===== src/rtl/gpio_cfg_defs.sv =====
`timescale 1ns/1ps
// gpio_cfg_defs
// Shared definitions for the GPIO pad-control configuration path: the
// sequencer FSM state encoding and the default pad-control word width and
// reset value. gpio_control_block uses the same width and default value.
// No ports (package).
package gpio_cfg_defs;

   localparam int unsigned DEF_PAD_CTRL_BITS = 12;
   localparam logic [11:0] DEF_GPIO_DEFAULTS = 12'hC00;

   typedef enum logic [1:0] {
      ST_IDLE  = 2'd0,
      ST_SHIFT = 2'd1,
      ST_LOAD  = 2'd2,
      ST_DONE  = 2'd3
   } seq_state_t;

endpackage


===== src/rtl/gpio_cfg_regfile.sv =====
`timescale 1ns/1ps
// gpio_cfg_regfile
// One configuration word per GPIO, all reset to GPIO_DEFAULTS.
// Ports:
//   serial_clock, resetn : clock, async active-low reset
//   wr_req, wr_lock      : write strobe; writes are dropped while wr_lock=1
//   wr_addr, wdata       : write index / data (out-of-range index is dropped)
//   rd_addr, rdata       : combinational readback, 0 for out-of-range index
//   seq_idx, seq_word    : sequencer read port (index always in range)
module gpio_cfg_regfile
   import gpio_cfg_defs::*;
#(
   parameter int NUM_GPIO = 19,
   parameter int PAD_CTRL_BITS = DEF_PAD_CTRL_BITS,
   parameter logic [PAD_CTRL_BITS-1:0] GPIO_DEFAULTS = DEF_GPIO_DEFAULTS
) (
   input  logic                          serial_clock,
   input  logic                          resetn,
   input  logic                          wr_req,
   input  logic                          wr_lock,
   input  logic [$clog2(NUM_GPIO)-1:0]   wr_addr,
   input  logic [PAD_CTRL_BITS-1:0]      wdata,
   input  logic [$clog2(NUM_GPIO)-1:0]   rd_addr,
   output logic [PAD_CTRL_BITS-1:0]      rdata,
   input  logic [$clog2(NUM_GPIO)-1:0]   seq_idx,
   output logic [PAD_CTRL_BITS-1:0]      seq_word
);

   logic [PAD_CTRL_BITS-1:0] words [NUM_GPIO];
   logic                     wr_ok;

   assign wr_ok = wr_req && !wr_lock && (int'(wr_addr) < NUM_GPIO);

   always_ff @(posedge serial_clock or negedge resetn) begin
      if (!resetn) begin
         for (int i = 0; i < NUM_GPIO; i++) words[i] <= GPIO_DEFAULTS;
      end else if (wr_ok) begin
         words[wr_addr] <= wdata;
      end
   end

   always_comb begin
      rdata = '0;
      if (int'(rd_addr) < NUM_GPIO) rdata = words[rd_addr];
   end

   // A write in the same cycle a transfer starts must already be visible to
   // the sequencer, so the pending write data is forwarded on a match.
   always_comb begin
      seq_word = words[seq_idx];
      if (wr_ok && (wr_addr == seq_idx)) seq_word = wdata;
   end

endmodule


===== src/rtl/gpio_cfg_sequencer.sv =====
`timescale 1ns/1ps
// gpio_cfg_sequencer
// Shifts NUM_GPIO configuration words MSB-first (last word first) down the
// gpio_control_block daisy chain, then pulses the chain load strobe.
// Ports:
//   serial_clock, resetn          : clock, async active-low reset
//   cfg_wr, cfg_addr, cfg_wdata   : config word write (ignored while busy)
//   cfg_rdata                     : combinational readback of word[cfg_addr]
//   xfer_start                    : one-cycle request to shift and load
//   busy, done                    : busy in SHIFT/LOAD, one-cycle done pulse
//   chain_clock, chain_data,
//   chain_load                    : registered drive to the head of the chain
//   fsm_state                     : current sequencer state (observation)
// Handshake: xfer_start is a request sampled on a rising edge; it is accepted
// only when busy=0 (IDLE or DONE) and never queued. busy rises on the edge
// that accepts it and done pulses for one cycle when the load has finished.
module gpio_cfg_sequencer
   import gpio_cfg_defs::*;
#(
   parameter int NUM_GPIO = 19,
   parameter int PAD_CTRL_BITS = DEF_PAD_CTRL_BITS,
   parameter logic [PAD_CTRL_BITS-1:0] GPIO_DEFAULTS = DEF_GPIO_DEFAULTS,
   parameter bit AUTO_LOAD = 1'b1
) (
   input  logic                          serial_clock,
   input  logic                          resetn,
   input  logic                          cfg_wr,
   input  logic [$clog2(NUM_GPIO)-1:0]   cfg_addr,
   input  logic [PAD_CTRL_BITS-1:0]      cfg_wdata,
   output logic [PAD_CTRL_BITS-1:0]      cfg_rdata,
   input  logic                          xfer_start,
   output logic                          busy,
   output logic                          done,
   output logic                          chain_clock,
   output logic                          chain_data,
   output logic                          chain_load,
   output seq_state_t                    fsm_state
);

   localparam int AW = $clog2(NUM_GPIO);
   localparam int BW = $clog2(PAD_CTRL_BITS);
   localparam logic [AW-1:0] LAST_WORD = AW'(NUM_GPIO - 1);
   localparam logic [BW-1:0] LAST_BIT  = BW'(PAD_CTRL_BITS - 1);

   seq_state_t              state_q, state_d;
   logic [BW-1:0]           bit_cnt_q, bit_cnt_d;
   logic [AW-1:0]           word_idx_q, word_idx_d;
   logic                    phase_q, phase_d;
   logic                    auto_q;
   logic                    chain_clock_d, chain_data_d, chain_load_d;
   logic                    load_bit;
   logic                    start_req;
   logic [PAD_CTRL_BITS-1:0] seq_word;

   gpio_cfg_regfile #(
      .NUM_GPIO      (NUM_GPIO),
      .PAD_CTRL_BITS (PAD_CTRL_BITS),
      .GPIO_DEFAULTS (GPIO_DEFAULTS)
   ) u_regfile (
      .serial_clock (serial_clock),
      .resetn       (resetn),
      .wr_req       (cfg_wr),
      .wr_lock      (busy),
      .wr_addr      (cfg_addr),
      .wdata        (cfg_wdata),
      .rd_addr      (cfg_addr),
      .rdata        (cfg_rdata),
      .seq_idx      (word_idx_d),
      .seq_word     (seq_word)
   );

   // High only during the first cycle after reset release.
   always_ff @(posedge serial_clock or negedge resetn) begin
      if (!resetn) auto_q <= AUTO_LOAD;
      else         auto_q <= 1'b0;
   end

   assign start_req = xfer_start || auto_q;

   always_ff @(posedge serial_clock or negedge resetn) begin
      if (!resetn) begin
         state_q     <= ST_IDLE;
         bit_cnt_q   <= '0;
         word_idx_q  <= '0;
         phase_q     <= 1'b0;
         chain_clock <= 1'b0;
         chain_data  <= 1'b0;
         chain_load  <= 1'b0;
      end else begin
         state_q     <= state_d;
         bit_cnt_q   <= bit_cnt_d;
         word_idx_q  <= word_idx_d;
         phase_q     <= phase_d;
         chain_clock <= chain_clock_d;
         chain_data  <= chain_data_d;
         chain_load  <= chain_load_d;
      end
   end

   // In SHIFT, phase 0 presents a new bit with the chain clock low and
   // phase 1 raises the chain clock with the bit held, so each chain rising
   // edge has a full serial_clock cycle of setup and of hold. In LOAD the
   // phase bit counts the two strobe cycles.
   always_comb begin
      state_d       = state_q;
      bit_cnt_d     = bit_cnt_q;
      word_idx_d    = word_idx_q;
      phase_d       = phase_q;
      chain_clock_d = 1'b0;
      chain_data_d  = 1'b0;
      chain_load_d  = 1'b0;
      load_bit      = 1'b0;
      case (state_q)
         ST_IDLE, ST_DONE: begin
            if (start_req) begin
               state_d    = ST_SHIFT;
               bit_cnt_d  = LAST_BIT;
               word_idx_d = LAST_WORD;
               phase_d    = 1'b0;
               load_bit   = 1'b1;
            end else begin
               state_d = ST_IDLE;
            end
         end
         ST_SHIFT: begin
            if (!phase_q) begin
               phase_d       = 1'b1;
               chain_clock_d = 1'b1;
               chain_data_d  = chain_data;
            end else if ((bit_cnt_q == '0) && (word_idx_q == '0)) begin
               state_d      = ST_LOAD;
               phase_d      = 1'b0;
               chain_load_d = 1'b1;
            end else begin
               phase_d  = 1'b0;
               load_bit = 1'b1;
               if (bit_cnt_q == '0) begin
                  bit_cnt_d  = LAST_BIT;
                  word_idx_d = word_idx_q - 1'b1;
               end else begin
                  bit_cnt_d = bit_cnt_q - 1'b1;
               end
            end
         end
         ST_LOAD: begin
            if (!phase_q) begin
               phase_d      = 1'b1;
               chain_load_d = 1'b1;
            end else begin
               state_d = ST_DONE;
               phase_d = 1'b0;
            end
         end
         default: state_d = ST_IDLE;
      endcase
      if (load_bit) chain_data_d = seq_word[bit_cnt_d];
   end

   assign busy      = (state_q == ST_SHIFT) || (state_q == ST_LOAD);
   assign done      = (state_q == ST_DONE);
   assign fsm_state = state_q;

endmodule

===== config.mk =====
export PLATFORM = sky130hd
export DESIGN_NAME = gpio_cfg_sequencer
export DESIGN_NICKNAME = d
export VERILOG_FILES = /design/src/rtl/gpio_cfg_defs.sv /design/src/rtl/gpio_cfg_regfile.sv /design/src/rtl/gpio_cfg_sequencer.sv
export SDC_FILE = /design/constraint.sdc
export NUM_CORES = 1
export LEC_CHECK = 0
export ABC_AREA = 1
export BUFFER_PORTS_ARGS = -buffer_cell sky130_fd_sc_hd__buf_4
export CAP_MARGIN = 20
export CORE_AREA = 2 2 262 213
export DETAILED_ROUTE_END_ITERATION = 7
export DIE_AREA = 0 0 264 215
export PLACE_DENSITY_LB_ADDON = 0.08
export SYNTH_ARGS = -nofsm -noshare
export SYNTH_HDL_FRONTEND = slang
export SYNTH_SLANG_ARGS = --single-unit

===== constraint.sdc =====
create_clock -name serial_clock -period 3.2 [get_ports serial_clock]
set_input_delay 0.16 -clock serial_clock [delete_from_list [all_inputs] [get_ports serial_clock]]
set_output_delay 0.16 -clock serial_clock [all_outputs]
set_load 0.005 [all_outputs]

==> results of run 1 <==
[worst paths after layout]
check	startpoint	end	slack (ns)
min reg2reg	u_regfile.words[198]	u_regfile.words[198]	0.49
max in group asynchronous	resetn	u_regfile.words[198]	2.14
min	cfg_wdata[10]	u_regfile.words[22]	0.10
max reg2reg	bit_cnt_q[0]	chain_data	0.23
max	bit_cnt_q[0]	chain_data	0.23
min in group asynchronous	resetn	u_regfile.words[153]	0.13
[state kept, by name, summed over array words and instances, names as in the netlist]
register / count
auto_q: 1
bit_cnt_q: 4
chain_clock: 1
chain_data: 1
chain_load: 1
fsm_state: 2
phase_q: 1
u_regfile.words: 228
word_idx_q: 5
[area by class of cell]
| class | instances | area, um^2 |
|---|---|---|
| multi-input combinational | 1312 | 6410 |
| sequential | 244 | 6150 |
| tap | 711 | 890 |
| clock inverter | 14 | 225 |
| antenna | 2 | 5.00 |
| clock buffer | 40 | 860 |
| inverter | 103 | 393 |
| fill | 5935 | 38000 |
| timing repair buffer | 134 | 1360 |
[timing repair]
action	CTS	global route
hold buffers	2	0
endpoints found under the setup margin	0	1
setup buffers	0	1
resized for setup	0	28
hold endpoints to repair	70	0
[report_power, final]
group | leakage [nW] | switching [mW] | internal [mW]
logic | 3.16 | 0.268 | 0.0588
clock network | 0.531 | 1.47 | 2.35
registers | 3.24 | 0.000194 | 3.09
[cell usage after synthesis, drive strengths merged]
cell type,instances
nand2,594
o221ai,10
conb,1
a21boi,2
o22ai,5
buf,42
a2bb2oi,4
nand4,11
o2111ai,1
inv,102
o21ai,259
nand3,202
xor2,3
dfrtp,205
o21a,1
clkinv,1
dfstp,39
o211ai,1
a221oi,6
o311ai,11
o31ai,1
clkbuf,86
a21oi,52
nor2,40
a22oi,84
nor3,14
ha,5
a211oi,3
a2111o,2
[through the flow]
step / hold slack [ns] / TNS, ns / area, um^2 / setup slack, ns
2_1_floorplan: -0.136 / 0 / 13400 / 0.763
3_3_place_gp: 0.180 / 0 / 15000 / 0.131
3_5_place_dp: 0.182 / 0 / 15000 / 0.100
4_1_cts: 0.0782 / 0 / 16100 / 0.0986
5_1_grt: 0.121 / -0.000934 / 16300 / -0.000934
6_report: 0.104 / 0 / 16300 / 0.227
[cells by family (layout without fill, tap and decap cells)]
kind of cell | Yosys count | count (layout) | share of synthesized area
and+or+nand+nor | 861 | 861 | 0.270
other | 1 | 3 | 0.000280
buffers and inverters | 231 | 291 | 0.0709
xor gates and xnor gates | 3 | 3 | 0.00196
AOI/OAI and AO/OA | 442 | 442 | 0.193
adders and majority gates | 5 | 5 | 0.00467
DFF | 244 | 244 | 0.459
[layer usage]
layer / vias up / share of wire / GRT usage / wire length [um]
met4: 0 / 0.026 / 0.0515 / 1600
met5: - / 0 / 0 / 0
met3: 91 / 0.068 / 0.0369 / 4110
met2: 501 / 0.41 / 0.300 / 24900
met1: 6469 / 0.50 / 0.326 / 30200
li1: 6112 / - / - / -
[tightest hold or removal path, cell delays in order]
cell and delay [ns]:
buf_4 0.07, inv_1 0.03, buf_4 0.20, o21ai_0 0.18
==> out/metrics.cfg, run 1 <==
[run_status]
status = completed

[timing]
hold_viol_final = 0
tightest_slew_ns = 0.961
slew_violations = 0
slew_headroom = 0.359
setup-violations-final = 0
period_minus_slack_ns = 2.97
clock_skew_ns = 0.0137
max_freq_ghz = 0.336
finalCritPeriodShare = 0.929

[global_route]
grt_start_max_net_pins = 76
grt_pass1_wl_mm = 89.1
antenna_found_initial = 1
grtUsageTotal = 0.211
grt-ovfl-total = 0
grt_pass1_vias = 12400

[layout]
fin_nets = 1851
final_cell_mix = nand2_1, o21ai_0, dfrtp_1, nand3_1, buf_4
postLayoutCoreUtil = 0.300
final_common_cell = nand2_1
area_growth_pct = 21.5
drive_gt1_frac = 0.146
stdcell_count = 2560

[drt]
drc = 0
vias = 13200
via_per_inst = 5.15
firstDrtPassIters = 6
ant_nets = 0
wl_per_cell_um = 23.7
finalWirelength_mm = 60.8
drt_iter0_drc = 1335

[floorplanning]
fp.coreArea_mm2 = 0.0543
die_w_um = 264
die_area_mm2 = 0.0568
die_y_um = 215
rows = 77
initial_utilization = 0.247
io_pins = 40

[critical_path]
crit_family = simple AND/OR/NAND/NOR gates
critPathCaptureType = flip-flop
slowest_delay_ns = 0.39
path_cells = inv_1 > ha_1 > nand2_2 > nor2_8 > nand3_1 > nand2_2 > nand2_8 > buf_4 > clkbuf_16 > nand2_1 > nand3_1 > nand3_1 > nand2_1 > nor2_1 > nand2_1 > nand2_1 > nand2_1 > nand2_1 > nand3_1 > nand3_1 > nand3_1 > a21oi_1
critPathLaunchType = flip-flop
critPathBufInv = 3
worst_r2r_path_depth = 22
worstSetupPathType = flip-flop to flip-flop
cp_max_fo = 17
critPathArrivalTime_ns = 3.48
cp.depth = 22
required_ns = 3.71
critPathSlowestCell = dfrtp_1

[synth]
yosysTopAreaCell = dfrtp_1
syn-num-nets = 1813
yosysTopAreaCellShare = 0.383
seq_area_frac_synth = 0.459
syn_avg_cell_area_um2 = 7.50
ys_warn_count = 0
synth.cell_area_mm2 = 0.0134
ys_top_cells_by_area = dfrtp_1, nand2_1, o21ai_0, dfstp_2, nand3_1
synth_cell_types = 44
syn_inst = 1787
ys_ff_latch = 244

[clock_network]
cts.sinks = 244
htreeDepth = 1
cts-root-buf = clkbuf_16
clock_path_buffers = 3
clk_latency_ns = 0.59
numCtsBuffers = 30
cts_tree = done
cts.clk_slew.worst_paths_ns = 0.06

[worst_hold_path]
hold_depth = 4
hold_class = input pin to flip-flop

[power]
finalPower_mw = 7.24
peakVddDrop_uv = 338
power.leakage_nw = 6.94
p_per_area_mw_per_mm2 = 444

[placed_design]
gp_routability_congestion = 0.834
placedCellCount = 2498
port_buffers = 39
hpwl_mm = 40.6

[run]
maxCapViolCount = 0

Note: power is estimated with default switching activity, not from simulation.
==> inputs of run 2 (changes only) <==
--- a/config.mk
+++ b/config.mk
@@ -8,9 +8,9 @@
 export ABC_AREA = 1
 export BUFFER_PORTS_ARGS = -buffer_cell sky130_fd_sc_hd__buf_4
 export CAP_MARGIN = 20
-export CORE_AREA = 2 2 262 213
+export CORE_AREA = 2 2 167 136
 export DETAILED_ROUTE_END_ITERATION = 7
-export DIE_AREA = 0 0 264 215
+export DIE_AREA = 0 0 169 138
 export PLACE_DENSITY_LB_ADDON = 0.08
 export SYNTH_ARGS = -nofsm -noshare
 export SYNTH_HDL_FRONTEND = slang
==> run 2 against run 1 <==
Compared with the run above: utilization grew 39 points; non-clock buffer count shrank 17; clock-buffer cell count shrank 9.
==> out/metrics.cfg, run 2 (synthesis gave the netlist of run 1 again) <==
[timing]
finalCritPeriodShare = 0.943
rsz0062_at_grt = no
clock_skew_ns = 0.0207
hold_viol_final = 0
max_freq_ghz = 0.331
finalSetupTns_ns = 0
slew_headroom = 0.435
slew_violations = 0
period_minus_slack_ns = 3.02
tightest_slew_ns = 0.847
setup-violations-final = 0

[critical_path]
crit_start = bit_cnt_q[0]
critPathArrivalTime_ns = 3.48
worstReg2RegStart = bit_cnt_q[0]
worstSetupPathType = flip-flop to flip-flop
critPathLaunchType = flip-flop
critPathCaptureType = flip-flop
required_ns = 3.67
cp_max_fo = 19

[layout]
area_growth_pct = 13.5
fin_nets = 1830
multi_input_area_mm2 = 0.00636
stdcell_count = 2103
drive_gt1_frac = 0.129
final_cell_mix = nand2_1, o21ai_0, dfrtp_1, nand3_1, buf_4
final_common_cell = nand2_1
seqCellArea_mm2 = 0.00615
antennaDiodeCount = 0
top_register = u_regfile.words
largest_reg_flops = 228
top_regs = u_regfile.words (228), word_idx_q (5), bit_cnt_q (4)
fillers = 1816

[clock_network]
clock_path_buffers = 3
cts-root-buf = clkbuf_16
cts.sinks = 244
htreeDepth = 1
cts_tree = done
clk_latency_ns = 0.55
cts.clk_slew.worst_paths_ns = 0.06
numCtsBuffers = 26

[global_route]
grt_start_max_net_pins = 92
antenna_found_initial = 1
grt_pass1_vias = 12600
grt-ovfl-total = 0
grtUsageTotal = 0.402
grt_pass1_wl_mm = 73.1

[drt]
ant_nets = 0
via_per_inst = 6.39
vias = 13400
drt_iter0_drc = 2423
drc = 0
wl_per_cell_um = 22.3
firstDrtPassIters = 6
finalWirelength_mm = 46.9

[floorplanning]
rows = 49
initial_utilization = 0.611
die_area_mm2 = 0.0233
die_w_um = 169
io_pins = 40
fp.coreArea_mm2 = 0.0219
die_y_um = 138

[worst_hold_path]
min_from = cfg_wdata[2]
hold_class = input pin to flip-flop

[power]
netSwitchingPower_mw = 1.56
finalPower_mw = 6.53
p_per_area_mw_per_mm2 = 429
p_int_mw = 4.97
power.share.clock = 0.483
peakVddDrop_uv = 422
pwr-share-seq = 0.473
p_sw_frac = 0.239
power.leakage_nw = 6.70
combinationalPowerShare = 0.044

[placed_design]
hpwl_mm = 31.0
gp_routability_congestion = 0.998
port_buffers = 39
placedCellCount = 2047

[run_status]
status = completed

[run]
maxCapViolCount = 0

run 2: cell count changes in the layout (fill, tap and decap cells not counted), sizes merged:
cell,delta
buf,-16
bufinv,-3
clkbuf,-10
clkinv,+6
clkinvlp,-2
diode,-2
inv,+1
run 2: repair_timing:
item / 4_1_cts / 5_1_grt
setup endpoints to repair: 0 / 1
hold buffers: 2 / 0
resized for setup: 0 / 12
endpoints found under the hold margin: 71 / 0
setup buffers: 0 / 5
run 2: per-layer routing:
metal | GRT usage | share of wire | vias up
met2 | 0.565 | 0.41 | 1003
met3 | 0.106 | 0.14 | 135
met5 | 0 | 0 | -
met1 | 0.608 | 0.41 | 6240
li1 | - | - | 6063
met4 | 0.127 | 0.035 | 0
run 2: final timing paths:
| kind | slack, ns | cells past startpoint | to |
|---|---|---|---|
| max | 0.18 | 22 | chain_data |
| min | 0.13 | 4 | u_regfile.words[206] |
| max reg2reg | 0.18 | 22 | chain_data |
| min reg2reg | 0.49 | 2 | u_regfile.words[32] |
| max in group asynchronous | 2.04 | 3 | u_regfile.words[222] |
| min in group asynchronous | 0.22 | 2 | u_regfile.words[31] |
run 2: area by class of cell:
| class | count | share of cell area |
|---|---|---|
| multi-input combinational | 1312 | 0.418 |
| clock inverter | 16 | 0.0118 |
| timing repair buffer | 117 | 0.0706 |
| inverter | 103 | 0.0256 |
| sequential | 244 | 0.405 |
| clock buffer | 31 | 0.0466 |
| tap | 280 | 0.0230 |
run 2: power groups by stage:
stage          clock network [mW]  logic [mW]  registers [mW]
6_report                     3.15       0.288            3.09
5_1_grt                      3.28       0.303            3.09
4_1_cts                      3.16       0.277            3.09
3_5_place_dp                    0       0.274            3.14
3_3_place_gp                    0       0.274            3.14
2_1_floorplan                   0      0.0910            3.14
run 2: critical path: stages, from the launching register on:
cell and delay, ns:
dfrtp_1 0.40, inv_1 0.09, ha_1 0.20, nand2_2 0.13, nor2_8 0.16, nand2_1 0.06
nand2_1 0.09, nand2_1 0.10, nand2_1 0.10, nand2_2 0.13, buf_12 0.19, nand2_1 0.06
nand2_1 0.08, nor2_4 0.23, buf_4 0.17, nand4_1 0.11, nand2_1 0.08, inv_1 0.08
nand2_1 0.07, nand3_1 0.08, nand3_1 0.10, nand3_1 0.10, a21oi_1 0.13
run 2: stage by stage:
step	util	setup WS (ns)	instance area, um^2	hold slack (ns)
2_1_floorplan	-	0.763	13400	-0.136
4_1_cts	0.686	0.181	15100	0.126
3_5_place_dp	0.645	0.186	14200	0.227
5_1_grt	0.693	0.00796	15200	0.159
6_report	0.693	0.183	15200	0.134
3_3_place_gp	0.645	0.210	14200	0.224
==> inputs of run 3 (changes only) <==
--- a/config.mk
+++ b/config.mk
@@ -6,12 +6,13 @@
 export NUM_CORES = 1
 export LEC_CHECK = 0
 export ABC_AREA = 1
-export BUFFER_PORTS_ARGS = -buffer_cell sky130_fd_sc_hd__buf_4
 export CAP_MARGIN = 20
-export CORE_AREA = 2 2 167 136
+export CORE_AREA = 2 2 172 140
 export DETAILED_ROUTE_END_ITERATION = 7
-export DIE_AREA = 0 0 169 138
+export DIE_AREA = 0 0 174 142
+export DONT_BUFFER_PORTS = 1
 export PLACE_DENSITY_LB_ADDON = 0.08
 export SYNTH_ARGS = -nofsm -noshare
 export SYNTH_HDL_FRONTEND = slang
+export SYNTH_HIERARCHICAL = 1
 export SYNTH_SLANG_ARGS = --single-unit
==> run 3 against run 2 <==
Compared with the run above: routed wire length grew 2.8%; sequential power about the same; largest power group unchanged; highest routed layer unchanged; combinational power increased by 10%; non-clock buffer count is 32 lower; maximum frequency decreased by 1.5%; the flow now finishes with violations (negative hold slack); clock-buffer cell count grew 9; hold slack got worse by 0.81 ns; area after synthesis increased by 9.7%; synthesized cell count increased by 21%.
==> out/metrics.cfg, run 3 <==
[run_status]
status = finished, violations left
violations = negative hold slack

[layout]
antennaDiodeCount = 0
area_growth_pct = 12.2
largest_reg_flops = 228
top_regs = u_regfile/words (228), word_idx_q (5), bit_cnt_q (4)
final_common_cell = nand2_1
fin_nets = 2172
final_cell_mix = nand2_1, inv_1, o21ai_0, nand3_1, dfrtp_1
top_register = u_regfile/words
drive_gt1_frac = 0.124
fillers = 1963

[drt]
highest_layer = met4
via_per_inst = 5.93
drc = 0
vias = 14700
wl_met3_mm = 5.60
wirelength_met1_mm = 19.4
drt_iter0_drc = 2055
finalWirelength_mm = 48.2
ant_nets = 0
firstDrtPassIters = 8
wl_met2_mm = 20.8
wl_per_cell_um = 19.4

[synth]
synth.cell_area_mm2 = 0.0147
synth-edff-count = 0
synth_cell_types = 45
seq_area_frac_synth = 0.418
netlist_top_cells_count = nand2_1, inv_1, o21ai_0
ys_ff_latch = 244
ys.flop_type = dfrtp_1
async_flop_share = 1.00
ys_warn_count = 6
syn-num-nets = 2196
ys_top_cells_by_area = dfrtp_1, nand2_1, o21ai_0, nand3_1, dfstp_2
yosysTopAreaCellShare = 0.349
yosysTopAreaCell = dfrtp_1
syn_avg_cell_area_um2 = 6.78
syn_inst = 2170
yosysMostFrequentCell = nand2_1

[clock_network]
htreeDepth = 1
numCtsBuffers = 27
cts.sinks = 244
cts_tree = done
cts.clk_slew.worst_paths_ns = 0.06
cts-root-buf = clkbuf_16
clock_path_buffers = 3
clk_latency_ns = 0.56

[power]
netSwitchingPower_mw = 1.54
p_per_area_mw_per_mm2 = 408
peakVddDrop_uv = 647
p_int_mw = 5.20
pwr-share-seq = 0.462
power.leakage_nw = 7.65
p_sw_frac = 0.228
finalPower_mw = 6.73
combinationalPowerShare = 0.047
power.share.clock = 0.491

[global_route]
grt_start_max_net_pins = 245
grt_pass1_vias = 13700
grt-ovfl-total = 0
antenna_found_initial = 1
grtUsageTotal = 0.392
grt_pass1_wl_mm = 75.2

[floorplanning]
fp.coreArea_mm2 = 0.0230
initial_utilization = 0.639
rows = 50
die_y_um = 142
die_w_um = 174
io_pins = 40
die_area_mm2 = 0.0247

[critical_path]
critPathCaptureType = flip-flop
cp_max_fo = 17
worstSetupPathType = flip-flop to flip-flop
crit_family = simple AND/OR/NAND/NOR gates
worst_path_most_repeated_cell = nand3_2
critPathSlowestCell = dfrtp_1
critPathArrivalTime_ns = 3.54
critPathLaunchType = flip-flop
required_ns = 3.68
critPathBufInv = 7
slowest_delay_ns = 0.35

[timing]
clock_skew_ns = 0.0215
period_minus_slack_ns = 3.06
hold_viol_final = 244
setup-violations-final = 0
slew_violations = 0
holdWs_ns = -0.676
finalCritPeriodShare = 0.958
tightest_slew_ns = 1.06
max_freq_ghz = 0.326
slew_headroom = 0.292
rsz0062_at_grt = yes

[placed_design]
gp_routability_congestion = 0.948
port_buffers = 0
hpwl_mm = 29.5

[worst_hold_path]
hold_class = input pin to asynchronous set/reset pin

[run]
maxCapViolCount = 0

[run 3: cell count changes after synthesis, sizes merged, moves of 26 or more]
cell	change
a22oi	-78
inv	+177
nand2	+196
nand3	+28
nand4	+26
o21ai	+29
[run 3: cell families (layout without fill, tap and decap cells)]
group | after synthesis | in the layout | share of synthesized area
AO/OA/AOI/OAI | 373 | 373 | 0.136
XOR/XNOR | 5 | 5 | 0.00298
adder cells (fa/ha/maj) | 5 | 5 | 0.00425
buffers and inverters | 419 | 416 | 0.113
flip-flops | 244 | 244 | 0.418
other | 1 | 1 | 0.000255
AND/OR/NAND/NOR | 1123 | 1123 | 0.324
[run 3: stage by stage]
stage / setup slack, ns / TNS (ns) / instance area [um^2] / utilization / cells
after floorplan: 0.171 / 0 / 14700 / - / 2170
after global placement: -0.0100 / -0.0100 / 15200 / 0.661 / 2422
after detailed placement: -0.108 / -0.108 / 15200 / 0.661 / 2422
after CTS: 0.0399 / 0 / 16200 / 0.705 / 2474
after global routing: -0.0685 / -0.0685 / 16500 / 0.717 / 2479
final: 0.136 / 0 / 16500 / 0.717 / 2479
[run 3: worst paths after layout]
path | startpoint | endpoint | slack, ns | depth (start not counted)
max | word_idx_q[1] | chain_data | 0.14 | 26
min | resetn | u_regfile/words[73] | -0.68 | 0
max reg2reg | word_idx_q[1] | chain_data | 0.14 | 26
min reg2reg | u_regfile/words[179] | u_regfile/words[179] | 0.47 | 2
max in group asynchronous | resetn | u_regfile/words[23] | 3.48 | 0
min in group serial_clock | xfer_start | phase_q | 0.06 | 5
[run 3: final cells by class]
| class | count | area [um^2] | area share |
|---|---|---|---|
| Tap cell | 312 | 390 | 0.0236 |
| Sequential cell | 244 | 6150 | 0.373 |
| Inverter | 281 | 1080 | 0.0653 |
| Clock buffer | 40 | 785 | 0.0475 |
| Clock inverter | 10 | 161 | 0.00978 |
| Multi-Input combinational cell | 1507 | 7070 | 0.429 |
| Timing Repair Buffer | 85 | 865 | 0.0524 |
[run 3: layer usage]
layer | vias up | GRT usage
li1 | 6827 | -
met5 | - | 0
met2 | 940 | 0.600
met3 | 154 | 0.0807
met4 | 0 | 0.175
met1 | 6784 | 0.542
[run 3: power groups by stage]
stage	sequential [mW]	clock, mW	combinational [mW]
after global placement	3.16	0	0.295
after detailed placement	3.16	0	0.299
final	3.11	3.31	0.317
after global routing	3.11	3.46	0.335
after CTS	3.11	3.34	0.301
after floorplan	3.16	0	0.211
[run 3: timing repair]
action | 4_1_cts | 5_1_grt
endpoints found under the hold margin | 244 | 244
setup buffers | 1 | 2
endpoints found under the setup margin | 1 | 1
pin swaps | 0 | 12
cloned | 1 | 2
resized for setup | 7 | 63
